**src/rtl/muldiv_unit.sv**
```systemverilog
// muldiv_unit: multi-cycle unsigned multiply/divide unit for the RISC-V
// execute stage. One operation in flight, fixed latency of 32 iterations.
//
// Ports:
//   clk     rising-edge clock
//   rst_n   synchronous active-low reset
//   start   issue request, sampled only while idle
//   op      00 MUL (low word), 01 MULHU (high word), 10 DIVU, 11 REMU
//   x       operand A / dividend, sampled with start
//   y       operand B / divisor, sampled with start
//   busy    high from the cycle after accept through the done cycle
//   done    one-cycle pulse, result valid in that cycle
//   result  registered result, held until the next done
module muldiv_unit #(
    parameter int ITER = 32
) (
    input  logic        clk,
    input  logic        rst_n,
    input  logic        start,
    input  logic [1:0]  op,
    input  logic [31:0] x,
    input  logic [31:0] y,
    output logic        busy,
    output logic        done,
    output logic [31:0] result
);

    localparam int CW = $clog2(ITER);

    typedef enum logic [1:0] {
        S_IDLE = 2'd0,
        S_RUN  = 2'd1,
        S_DONE = 2'd2
    } state_e;

    typedef enum logic [1:0] {
        OP_MUL   = 2'b00,
        OP_MULHU = 2'b01,
        OP_DIVU  = 2'b10,
        OP_REMU  = 2'b11
    } op_e;

    state_e          state_reg, state_next;
    logic [1:0]      op_reg;
    logic [31:0]     y_reg;
    // Multiply: full 64-bit product accumulator.
    // Divide: acc_reg[32:0] holds the partial remainder.
    logic [63:0]     acc_reg;
    // Multiply: multiplier, shifted right each iteration.
    // Divide: dividend shifted out of the MSB, quotient shifted into the LSB.
    logic [31:0]     lo_reg;
    logic [CW-1:0]   count_reg;
    logic [31:0]     result_reg;
    logic            busy_reg;
    logic            done_reg;

    logic            last_iter;

    // One shift-add multiply step.
    logic [32:0]     add_sum;
    logic [63:0]     mul_acc_next;
    logic [31:0]     mul_lo_next;

    // One restoring divide step.
    logic [32:0]     rem_shift;
    logic [32:0]     rem_diff;
    logic            rem_ge;
    logic [32:0]     rem_next;
    logic [31:0]     quo_next;

    logic [63:0]     acc_iter;
    logic [31:0]     lo_iter;
    logic [31:0]     result_next;

    assign last_iter = (count_reg == CW'(ITER - 1));

    always_comb begin
        // Carry out of the upper-half add is kept as bit 32 and shifted
        // back in as the new product MSB.
        add_sum      = {1'b0, acc_reg[63:32]} + (lo_reg[0] ? {1'b0, y_reg} : 33'd0);
        mul_acc_next = {add_sum, acc_reg[31:1]};
        mul_lo_next  = {1'b0, lo_reg[31:1]};

        rem_shift = {acc_reg[31:0], lo_reg[31]};
        rem_diff  = rem_shift - {1'b0, y_reg};
        rem_ge    = (rem_shift >= {1'b0, y_reg});
        rem_next  = rem_ge ? rem_diff : rem_shift;
        quo_next  = {lo_reg[30:0], rem_ge};

        if (op_reg[1]) begin
            acc_iter = {31'd0, rem_next};
            lo_iter  = quo_next;
        end else begin
            acc_iter = mul_acc_next;
            lo_iter  = mul_lo_next;
        end

        // Result is taken from the final iteration's combinational values so
        // that it can be registered on the same edge that enters DONE.
        unique case (op_e'(op_reg))
            OP_MUL:   result_next = mul_acc_next[31:0];
            OP_MULHU: result_next = mul_acc_next[63:32];
            OP_DIVU:  result_next = quo_next;
            OP_REMU:  result_next = rem_next[31:0];
            default:  result_next = 32'd0;
        endcase
    end

    always_comb begin
        state_next = state_reg;
        unique case (state_reg)
            S_IDLE:  if (start) state_next = S_RUN;
            S_RUN:   if (last_iter) state_next = S_DONE;
            S_DONE:  state_next = S_IDLE;
            default: state_next = S_IDLE;
        endcase
    end

    always_ff @(posedge clk) begin
        if (!rst_n) begin
            state_reg  <= S_IDLE;
            op_reg     <= 2'd0;
            y_reg      <= 32'd0;
            acc_reg    <= 64'd0;
            lo_reg     <= 32'd0;
            count_reg  <= '0;
            result_reg <= 32'd0;
            busy_reg   <= 1'b0;
            done_reg   <= 1'b0;
        end else begin
            state_reg <= state_next;
            busy_reg  <= (state_next != S_IDLE);
            done_reg  <= (state_next == S_DONE);
            unique case (state_reg)
                S_IDLE: begin
                    if (start) begin
                        op_reg    <= op;
                        y_reg     <= y;
                        acc_reg   <= 64'd0;
                        lo_reg    <= x;
                        count_reg <= '0;
                    end
                end
                S_RUN: begin
                    acc_reg   <= acc_iter;
                    lo_reg    <= lo_iter;
                    count_reg <= count_reg + 1'b1;
                    if (last_iter) begin
                        result_reg <= result_next;
                    end
                end
                default: ;
            endcase
        end
    end

    assign busy   = busy_reg;
    assign done   = done_reg;
    assign result = result_reg;

endmodule
```
**config.mk**
```make
export PLATFORM = sky130hd
export DESIGN_NAME = muldiv_unit
export DESIGN_NICKNAME = d
export VERILOG_FILES = /design/src/rtl/muldiv_unit.sv
export SDC_FILE = /design/constraint.sdc
export NUM_CORES = 1
export LEC_CHECK = 0
export ABC_AREA = 1
export CAP_MARGIN = 15
export CELL_PAD_IN_SITES_DETAIL_PLACEMENT = 0
export CELL_PAD_IN_SITES_GLOBAL_PLACEMENT = 1
export CORE_MARGIN = 2
export CORE_UTILIZATION = 45
export DETAILED_ROUTE_END_ITERATION = 10
export PLACE_DENSITY = 0.95
export SLEW_MARGIN = 10
export SYNTH_ARGS = -nofsm -noshare
export SYNTH_HDL_FRONTEND = slang
export SYNTH_SLANG_ARGS = --single-unit
```
**constraint.sdc**
```tcl
create_clock -name clk -period 8.5 [get_ports clk]
set_clock_uncertainty 0.1 [all_clocks]
set_input_delay 1.7 -clock clk [delete_from_list [all_inputs] [get_ports clk]]
set_output_delay 1.7 -clock clk [all_outputs]
set_load 0.01 [all_outputs]
```
==> reports/summary.log <==
INFO  critical_path  timing.critical_path.from_type=register
INFO  sta            min_hold_slack=0.370ns
INFO  floorplan      design.portCount=103
INFO  sta            hold_viol_final=0
INFO  cts            clk_pin_slew_worst_paths=0.07ns
INFO  sta            timing.fmax=283MHz
INFO  logic_synthesis synth-seq-cells=171
INFO  logic_synthesis post_synth_and_or_nand_nor_area_fraction=33.0%
INFO  placement      hpwlAfterDp=35700µm
INFO  grt            grt_overflow=0
INFO  cts            cts.repair_timing.setup_buffer_count=0
INFO  cells_and_area antennaDiodeCount=0
INFO  logic_synthesis proportion_of_synthesized_chip_area_in_sequential_cells=25.5%
INFO  detailed_routing detail_route.wl_per_cell=17.5µm
INFO  logic_synthesis fraction_of_the_mapped_netlist_area_in_adder_cells=6.44%
INFO  cts            cts_tree=built
INFO  logic_synthesis yosys_most_used_dff=dfxtp_1
INFO  cells_and_area final_common_cell=nand2_1
INFO  logic_synthesis synth_area=13400µm²
INFO  critical_path  gate_family_responsible_for_the_most_delay_along_the_worst_path=simple AND/OR/NAND/NOR gates
INFO  floorplan      initial_utilization=45.5%
INFO  sta            worst_slew_margin_rel=24.3%
INFO  detailed_routing viasPerCell=5.47
INFO  logic_synthesis synth_warnings=0
INFO  placement      placed_cells_incl_taps=2689
INFO  status         run_status=finished, final reports clean
INFO  logic_synthesis synth.area.top_cells=dfxtp_1 25%, nand2_1 20%, inv_1 9.9%
INFO  sta            setup_tns=0ns
INFO  cts            insertion_delay=0.45ns
INFO  hold_path      hold_path.class=reg2reg
INFO  detailed_routing final_antenna_net_count=0
INFO  run            max_cap_violations=0
INFO  cells_and_area design.final.nets=2455
INFO  cells_and_area final-instance-count-excl-fill=2718
INFO  sta            worst_max_slew_pin_slew=1.13ns
INFO  critical_path  critical_path.endpoint_type=register
INFO  cts            clock_path_buffers=2
INFO  cts            postCtsHoldBufs=0
INFO  logic_synthesis post_synth.cell_area_avg=5.89µm²
INFO  detailed_routing wl=47500µm
INFO  critical_path  timing.critical_path.slowest_stage_cell=o21ai_0
INFO  floorplan      rows=63
INFO  cts            cts.sinks=171
INFO  logic_synthesis synth_top_family_by_area=simple AND/OR/NAND/NOR gates
INFO  logic_synthesis synth-edff-count=0
INFO  cts            resized_gates_after_cts=0
INFO  logic_synthesis synth_compound_area_share=20.8%
INFO  critical_path  worst_path_largest_cell_delay=0.50ns
INFO  logic_synthesis yosys.area.top_type_share=25.5%
INFO  detailed_routing drt-initial-drc-count=1580
INFO  cells_and_area design_area=15200µm²
INFO  critical_path  critical_path_class=reg2reg
INFO  cts            cts_htree_levels=4
INFO  detailed_routing remaining_drc_errors=0
INFO  sta            final_min_period_over_clock_period=41.5%
INFO  power          leakage=0.00740µW
INFO  critical_path  required=8.77ns
INFO  sta            grt_setup_unrepaired=false
INFO  logic_synthesis syn_inst=2285
INFO  cells_and_area syn_to_final_growth=13.2%
INFO  logic_synthesis ys_async_sr_fraction=0%
INFO  cts            cts-root-buf=clkbuf_16
INFO  grt            grt_start_max_net_pins=100
INFO  grt            antenna_violations_before_repair=0
INFO  cells_and_area drive_gt1_share=6.06%
INFO  sta            final_period_minus_worst_setup_slack=3.53ns
INFO  sta            setup_viol_count_final=0
INFO  placement      postPlaceCellArea=14600µm²
INFO  critical_path  critical_path.n_buffers_inverters=4
INFO  sta            slew_viol_final=0
INFO  critical_path  cell_breakdown_of_the_critical_path=buf_4, nand2_1, inv_1, ha_1, inv_1, fa_1, o21ai_0, nand2_1, nand2_1, nand2_1, nand2_1, nand2_1, nand3b_1, nand3_1, nand2_1, inv_1, nand2_1, nand2_1, a21oi_2
INFO  critical_path  arrival=3.80ns
INFO  detailed_routing dr_total_vias=14900
INFO  floorplan      floorplan.die_area=31300µm²
INFO  logic_synthesis synth_xor_xnor_area_share=0.912%
INFO  power          power_per_cell_area=157nW/µm²
INFO  detailed_routing initial_drt_pass_iterations=6
INFO  critical_path  critical_path.most_common_cell=nand2_1
INFO  logic_synthesis mux_contribution_to_synthesized_area=0%
INFO  grt            first_global_vias=13700
INFO  cts            cts_inserted_buffers=17
INFO  placement      gpl.final_weighted_congestion=0.984
INFO  cells_and_area mostFrequentLayoutCells=701 x nand2_1, 354 x inv_1, 237 x a21oi_1
INFO  grt            grtUsageTotal=30.5%
INFO  logic_synthesis synth_area_leader_cell=dfxtp_1
INFO  logic_synthesis syn-num-nets=2422
INFO  floorplan      core_area=29600µm²
INFO  logic_synthesis ys_types=46
INFO  floorplan      floorplan.die.height=177µm
INFO  placement      placement.io_buffers=102
INFO  cells_and_area fill_cells=3145
INFO  critical_path  worst-path-max-fanout=29
INFO  power          power_total=2380µW
INFO  grt            grt_first_pass_wirelength=74600µm
INFO  floorplan      die_width=177µm
INFO  power          vdd_drop_max=0.000123V
INFO  cells_and_area largest_register_ff_count=64
-- per-stage QoR --
stage	utilization (%)	worst slack, ns
floorplan	-	5.50
detailed placement	49.5	4.67
finish	51.5	4.97
global route	51.5	4.72
CTS	51.5	5.07
global placement	49.5	4.69
-- final cells by class --
| cell class | count | area (µm²) | area share [%] |
|---|---|---|---|
| Timing Repair Buffer | 113 | 1100 | 7.22 |
| Sequential cell | 171 | 3420 | 22.5 |
| Tap cell | 390 | 488 | 3.21 |
| Clock buffer | 20 | 457 | 3.00 |
| Clock inverter | 9 | 139 | 0.912 |
| Inverter | 361 | 1370 | 8.97 |
| Multi-Input combinational cell | 1654 | 8250 | 54.2 |
-- cells by family after synthesis --
kind of cell,count (synthesis)
buf+inv,460
flops,171
compound gates,517
simple gates,1055
xor+xnor,14
fa+ha+maj,68
-- synthesized netlist by cell type, types with 8 or more instances --
library cell and count:
o21ai_0 210, nor2_1 128, nand2_1 702, o21ai_2 8, nand3b_1 9, or2_2 11
a21oi_1 237, nor3_1 8, dfxtp_1 171, inv_1 354, xor2_1 8, nand3_1 112
nand2_2 33, a21oi_2 23, clkbuf_1 82, ha_1 66, o211ai_1 16, nand4_1 33
-- worst paths after layout --
| check | start | to | slack [ns] | cells past startpoint |
|---|---|---|---|---|
| max | lo_reg[0] | result[21] | 4.97 | 19 |
| min | result[26] | result[26] | 0.37 | 2 |
| max reg2reg | lo_reg[0] | result[21] | 4.97 | 19 |
| min reg2reg | result[26] | result[26] | 0.37 | 2 |
-- power by group --
group / total [µW] / leakage [µW] / internal [µW] / switching, µW
clock: 827 / 0.000281 / 476 / 350
combinational: 684 / 0.00572 / 208 / 476
sequential: 874 / 0.00140 / 840 / 34.2
-- worst min-delay path: stages (launching register included) --
cell and delay, ns:
dfxtp_1 0.31, nand2_1 0.06, a21oi_1 0.05
-- per-layer routing --
layer  GRT usage [%]  vias to the layer above  share of wire (%)
met5               0                        -                  0
met4            8.71                        0                2.3
met3            3.33                       67                7.1
met2            48.0                      558                 44
met1            43.8                     6900                 46
li1                -                     7334                  -
(Power assumes the default switching activity.)
==> patch 1, RTL diff (same settings) <==
Set the parameter `ITER` to 64 (it was 32).
--- a/src/rtl/muldiv_unit.sv
+++ b/src/rtl/muldiv_unit.sv
@@ -12,7 +12,7 @@
 //   done    one-cycle pulse, result valid in that cycle
 //   result  registered result, held until the next done
 module muldiv_unit #(
-    parameter int ITER = 32
+    parameter int ITER = 64
 ) (
     input  logic        clk,
     input  logic        rst_n,
Behaviour: same outputs for any inputs over 10 cycles, from zero or initial values and one cycle with rst_n low; that may be too few to reach the edited logic, so the function may still have changed.
==> patch 1 against the unedited design <==
- critical path depth shrank 11
- cell area shrank 2.3%
- worst setup slack lost 920 ps
- sequential share of layout area grew 0.65 points
- synthesized area shrank 2.7%
- total power grew 0.51%
- register-to-register slack lost 460 ps
- non-clock buffer count shrank 1
- wire length grew 2.7%
- critical endpoint is now lo_reg[21]
- largest power group unchanged
- sequential cell count grew 1
==> patch 1: results (changes against the unedited design) <==
drt-total-wl_mm: 48.8  # was 47.5 mm
status: "completed"  # unchanged
leakage_nw: 6.86  # was 7.40 nW
grt_pass1_vias: 13200  # was 13700
period_minus_slack_ps: 4450  # was 3530 ps
wl_met3_mm: 4.76  # was 3.36 mm
power.internal_mw: 1.49  # was 1.52 mW
cp_slowest_cell: "buf_4"  # was o21ai_0
switchingPower_mw: 0.906  # was 0.861 mW
grt_pass1_wl_mm: 74.8  # was 74.6 mm
wl_per_cell_um: 18.3  # was 17.5 um
clockPowerShare: 0.350  # was 0.347
synth_cells: 2247  # was 2285
dp_slack_ps: 3650  # was 4670 ps
wl_met1_mm: 22.4  # was 22.0 mm
grt.met1_usage: 0.466  # was 0.438
drive_gt1_frac: 0.0314  # was 0.0606
firstDrtPassIters: 6  # unchanged
largest_register_ffs: 64  # unchanged
clk_pin_slew_ps: 70  # about the same
dp.cells: 2642  # was 2689
antenna_cells: 0  # unchanged
syn_nets: 2383  # was 2422
hold_class: "reg2reg"  # unchanged
critPathMaxStageDelay_ps: 710  # was 500 ps
synthTopCellsByCount: "709 x nand2_1, 330 x inv_1, 289 x a21oi_1, 180 x o21ai_0, 172 x dfxtp_1"  # was 702 x nand2_1, 354 x inv_1, 237 x a21oi_1, 210 x o21ai_0, 171 x dfxtp_1
seq_area_frac_synth: 0.263  # was 0.255
dr.max_layer_used: "met4"  # unchanged
p_comb_mw: 0.674  # was 0.684 mW
reg2reg_depth: 18  # was 19
io_buffer_count: 102  # unchanged
vias: 14600  # was 14900
tightest_slew_ps: 1150  # was 1130 ps
whs_ps: 368  # was 370 ps
arrival_ps: 4670  # was 3800 ps
final_net_count: 2413  # was 2455
ys_top_cells_by_area: "dfxtp_1 26%, nand2_1 20%, a21oi_1 11%"  # was dfxtp_1 25%, nand2_1 20%, inv_1 9.9%
grt_util_all_layers: 0.319  # was 0.305
cts_resized: 0  # unchanged
synth_ff_type: "dfxtp_1"  # unchanged
yosysUniqueCellTypes: 44  # was 46
clockBufferDepth: 2  # unchanged
irDropWorstVdd_mv: 0.128  # was 0.123 mV
grt_max_degree: 95  # was 100
gp_congestion: 0.991  # was 0.984
dpl_cell_area_um2: 14300  # was 14600 um2
post_cts_buffers: 0  # unchanged
cp_max_fo: 72  # was 29
drt-initial-drc-count: 1647  # was 1580
critical-path-top-delay-family: "buffers and inverters"  # was simple AND/OR/NAND/NOR gates
worstSkewPairLatency_ps: 460
wl_met2_mm: 20.2  # was 21.1 mm
dp_hpwl_mm: 37.4  # was 35.7 mm
grt_util_met2: 0.473  # was 0.480
grtUsageMet3: 0.0577  # was 0.0333
htreeDepth: 4  # unchanged
r2r_slack_ps: 4510  # was 4970 ps
-- patch 1: changes by cell type after synthesis, sizes merged, moves of 6 or more --
cell / delta
o21ai: -34
inv: -27
nand2: -26
nor2: +6
and2: +6
clkbuf: +6
a21oi: +29
-- patch 1: final cells by class --
type,count,area [um2]
multi-input combinational,1641,8000
inverter,333,1250
sequential,172,3440
clock inverter,13,171
clock buffer,19,433
tap,384,480
timing repair buffer,112,1090
fill,3007,13800
-- patch 1: cells by family after synthesis --
family                     count (synthesis)  share of synthesized area
AOI/OAI and AO/OA                        514                      0.205
xor gates and xnor gates                  18                     0.0120
adders and majority gates                 67                     0.0652
buffers and inverters                    434                      0.128
DFF                                      172                      0.263
and+or+nand+nor                         1042                      0.327
-- patch 1: path summary, 6_finish.rpt --
| kind | to | startpoint |
|---|---|---|
| worst max-delay path | lo_reg[21] | start |
| worst min register to register | result[20] | result[20] |
| worst min-delay path | result[20] | result[20] |
| worst max register to register | result[11] | lo_reg[0] |
==> patch 2, RTL diff (same settings) <==
Without the edit above. Remove the register `busy_reg`: a continuous assignment takes its place, so the output `busy` follows one clock earlier.
--- a/src/rtl/muldiv_unit.sv
+++ b/src/rtl/muldiv_unit.sv
@@ -125,11 +125,9 @@
             lo_reg     <= 32'd0;
             count_reg  <= '0;
             result_reg <= 32'd0;
-            busy_reg   <= 1'b0;
             done_reg   <= 1'b0;
         end else begin
             state_reg <= state_next;
-            busy_reg  <= (state_next != S_IDLE);
             done_reg  <= (state_next == S_DONE);
             unique case (state_reg)
                 S_IDLE: begin
@@ -154,6 +152,8 @@
         end
     end
 
+    assign busy_reg = (state_next != S_IDLE);
+
     assign busy   = busy_reg;
     assign done   = done_reg;
     assign result = result_reg;
Check against the original RTL: not equivalent (a bounded check fails within 4 cycles, from zero or initial values and one cycle with rst_n low).
==> patch 2 against the unedited design <==
- total power shrank 11%
- cell area down 1.8%
- worst setup slack lost 1900 ps
- non-clock buffer count is 3 higher
- hold slack worse by 3.1 ps
- sequential cell count fell by 1
- fmax is 34% lower
- largest power group unchanged
- clock power is 4.7% lower
- wire length fell by 4.2%
- synthesized area is 2.3% lower
- register-to-register slack got worse by 50 ps
- die area fell by 2.3%
- combinational power down 32%
- sequential power shrank 1%
==> patch 2: results (changes against the unedited design) <==
grt_util_met2: 0.475  # was 0.480
gp_congestion: 0.966  # was 0.984
hold_class: "reg2reg"  # unchanged
largest_register_ffs: 64  # unchanged
worstSkewPairLatency_ps: 450  # about the same
antenna_cells: 0  # unchanged
wl_met3_mm: 2.87  # was 3.36 mm
irDropWorstVdd_mv: 0.149  # was 0.123 mV
post_cts_buffers: 0  # unchanged
wl_per_cell_um: 17.5  # about the same
clockBufferDepth: 2  # unchanged
grt.met1_usage: 0.418  # was 0.438
yosys_warnings: 0  # unchanged
yosysUniqueCellTypes: 46  # unchanged
grt_pass1_vias: 13300  # was 13700
synth_top_area_frac: 0.259  # was 0.255
async_flop_share: 0  # unchanged
vias_per_cell: 5.43  # was 5.47
cp_slowest_cell: "buf_4"  # was o21ai_0
synthTopCellsByCount: "714 x nand2_1, 315 x inv_1, 183 x a21oi_1, 170 x dfxtp_1, 137 x nand3_1"  # was 702 x nand2_1, 354 x inv_1, 237 x a21oi_1, 210 x o21ai_0, 171 x dfxtp_1
ys_top_cells_by_area: "dfxtp_1 26%, nand2_1 20%, inv_1 9.0%"  # was dfxtp_1 25%, nand2_1 20%, inv_1 9.9%
drt-total-wl_mm: 45.5  # was 47.5 mm
cts_resized: 0  # unchanged
wl_met1_mm: 21.0  # was 22.0 mm
grt_max_degree: 82  # was 100
io_buffer_count: 102  # unchanged
critical-path-top-delay-family: "buffers and inverters"  # was simple AND/OR/NAND/NOR gates
clk_pin_slew_ps: 80
seq_area_frac_synth: 0.259  # was 0.255
grtUsageMet3: 0.0359  # was 0.0333
fill_cells: 3049  # was 3145
status: "completed"  # unchanged
dp_hpwl_mm: 34.5  # was 35.7 mm
wl_met2_mm: 20.5  # was 21.1 mm
root_buffer: "clkbuf_16"  # unchanged
htreeDepth: 4  # unchanged
antenna_found_initial: 0  # unchanged
leakage_nw: 6.94  # was 7.40 nW
dp.cells: 2575  # was 2689
dpl_cell_area_um2: 14400  # was 14600 um2
cp_max_fo: 74  # was 29
arrival_ps: 3580  # was 3800 ps
tightest_slew_ps: 1050  # was 1130 ps
grt_util_all_layers: 0.297  # was 0.305
drive_gt1_frac: 0.0652  # was 0.0606
dr.max_layer_used: "met4"  # unchanged
drt-initial-drc-count: 1489  # was 1580
final_net_count: 2347  # was 2455
firstDrtPassIters: 6  # unchanged
synth_cells: 2169  # was 2285
cts_buffers: 17  # unchanged
critPathMaxStageDelay_ps: 490
dp_slack_ps: 3150  # was 4670 ps
grt_pass1_wl_mm: 71.6  # was 74.6 mm
==> patch 2: area by class of cell <==
type	instances	area, um2	area share
clock inverter	14	138	0.00921
timing repair buffer	116	1120	0.0750
tap	384	480	0.0322
sequential	170	3400	0.228
multi-input combinational	1582	8140	0.545
inverter	323	1220	0.0816
clock buffer	18	439	0.0294
==> patch 2: power breakdown <==
part / internal [mW] / leakage (nW) / switching (mW)
sequential: 0.830 / 1.39 / 0.0339
clock: 0.418 / 0.272 / 0.370
combinational: 0.146 / 5.28 / 0.318
==> patch 2: cell families after synthesis <==
family / Yosys count / share of synthesized area
simple gates: 1062 / 0.352
compound gates: 434 / 0.187
buf+inv: 417 / 0.123
flops: 170 / 0.259
fa+ha+maj: 68 / 0.0659
xor+xnor: 18 / 0.0120
==> patch 2: path summary, 6_finish.rpt <==
kind	start	end	slack (ps)	cells past startpoint
setup / recovery	start	busy	3120	7
setup reg to reg	lo_reg[0]	result[21]	4920	19
hold reg to reg	result[18]	result[18]	370	2
hold / removal	result[18]	result[18]	370	2
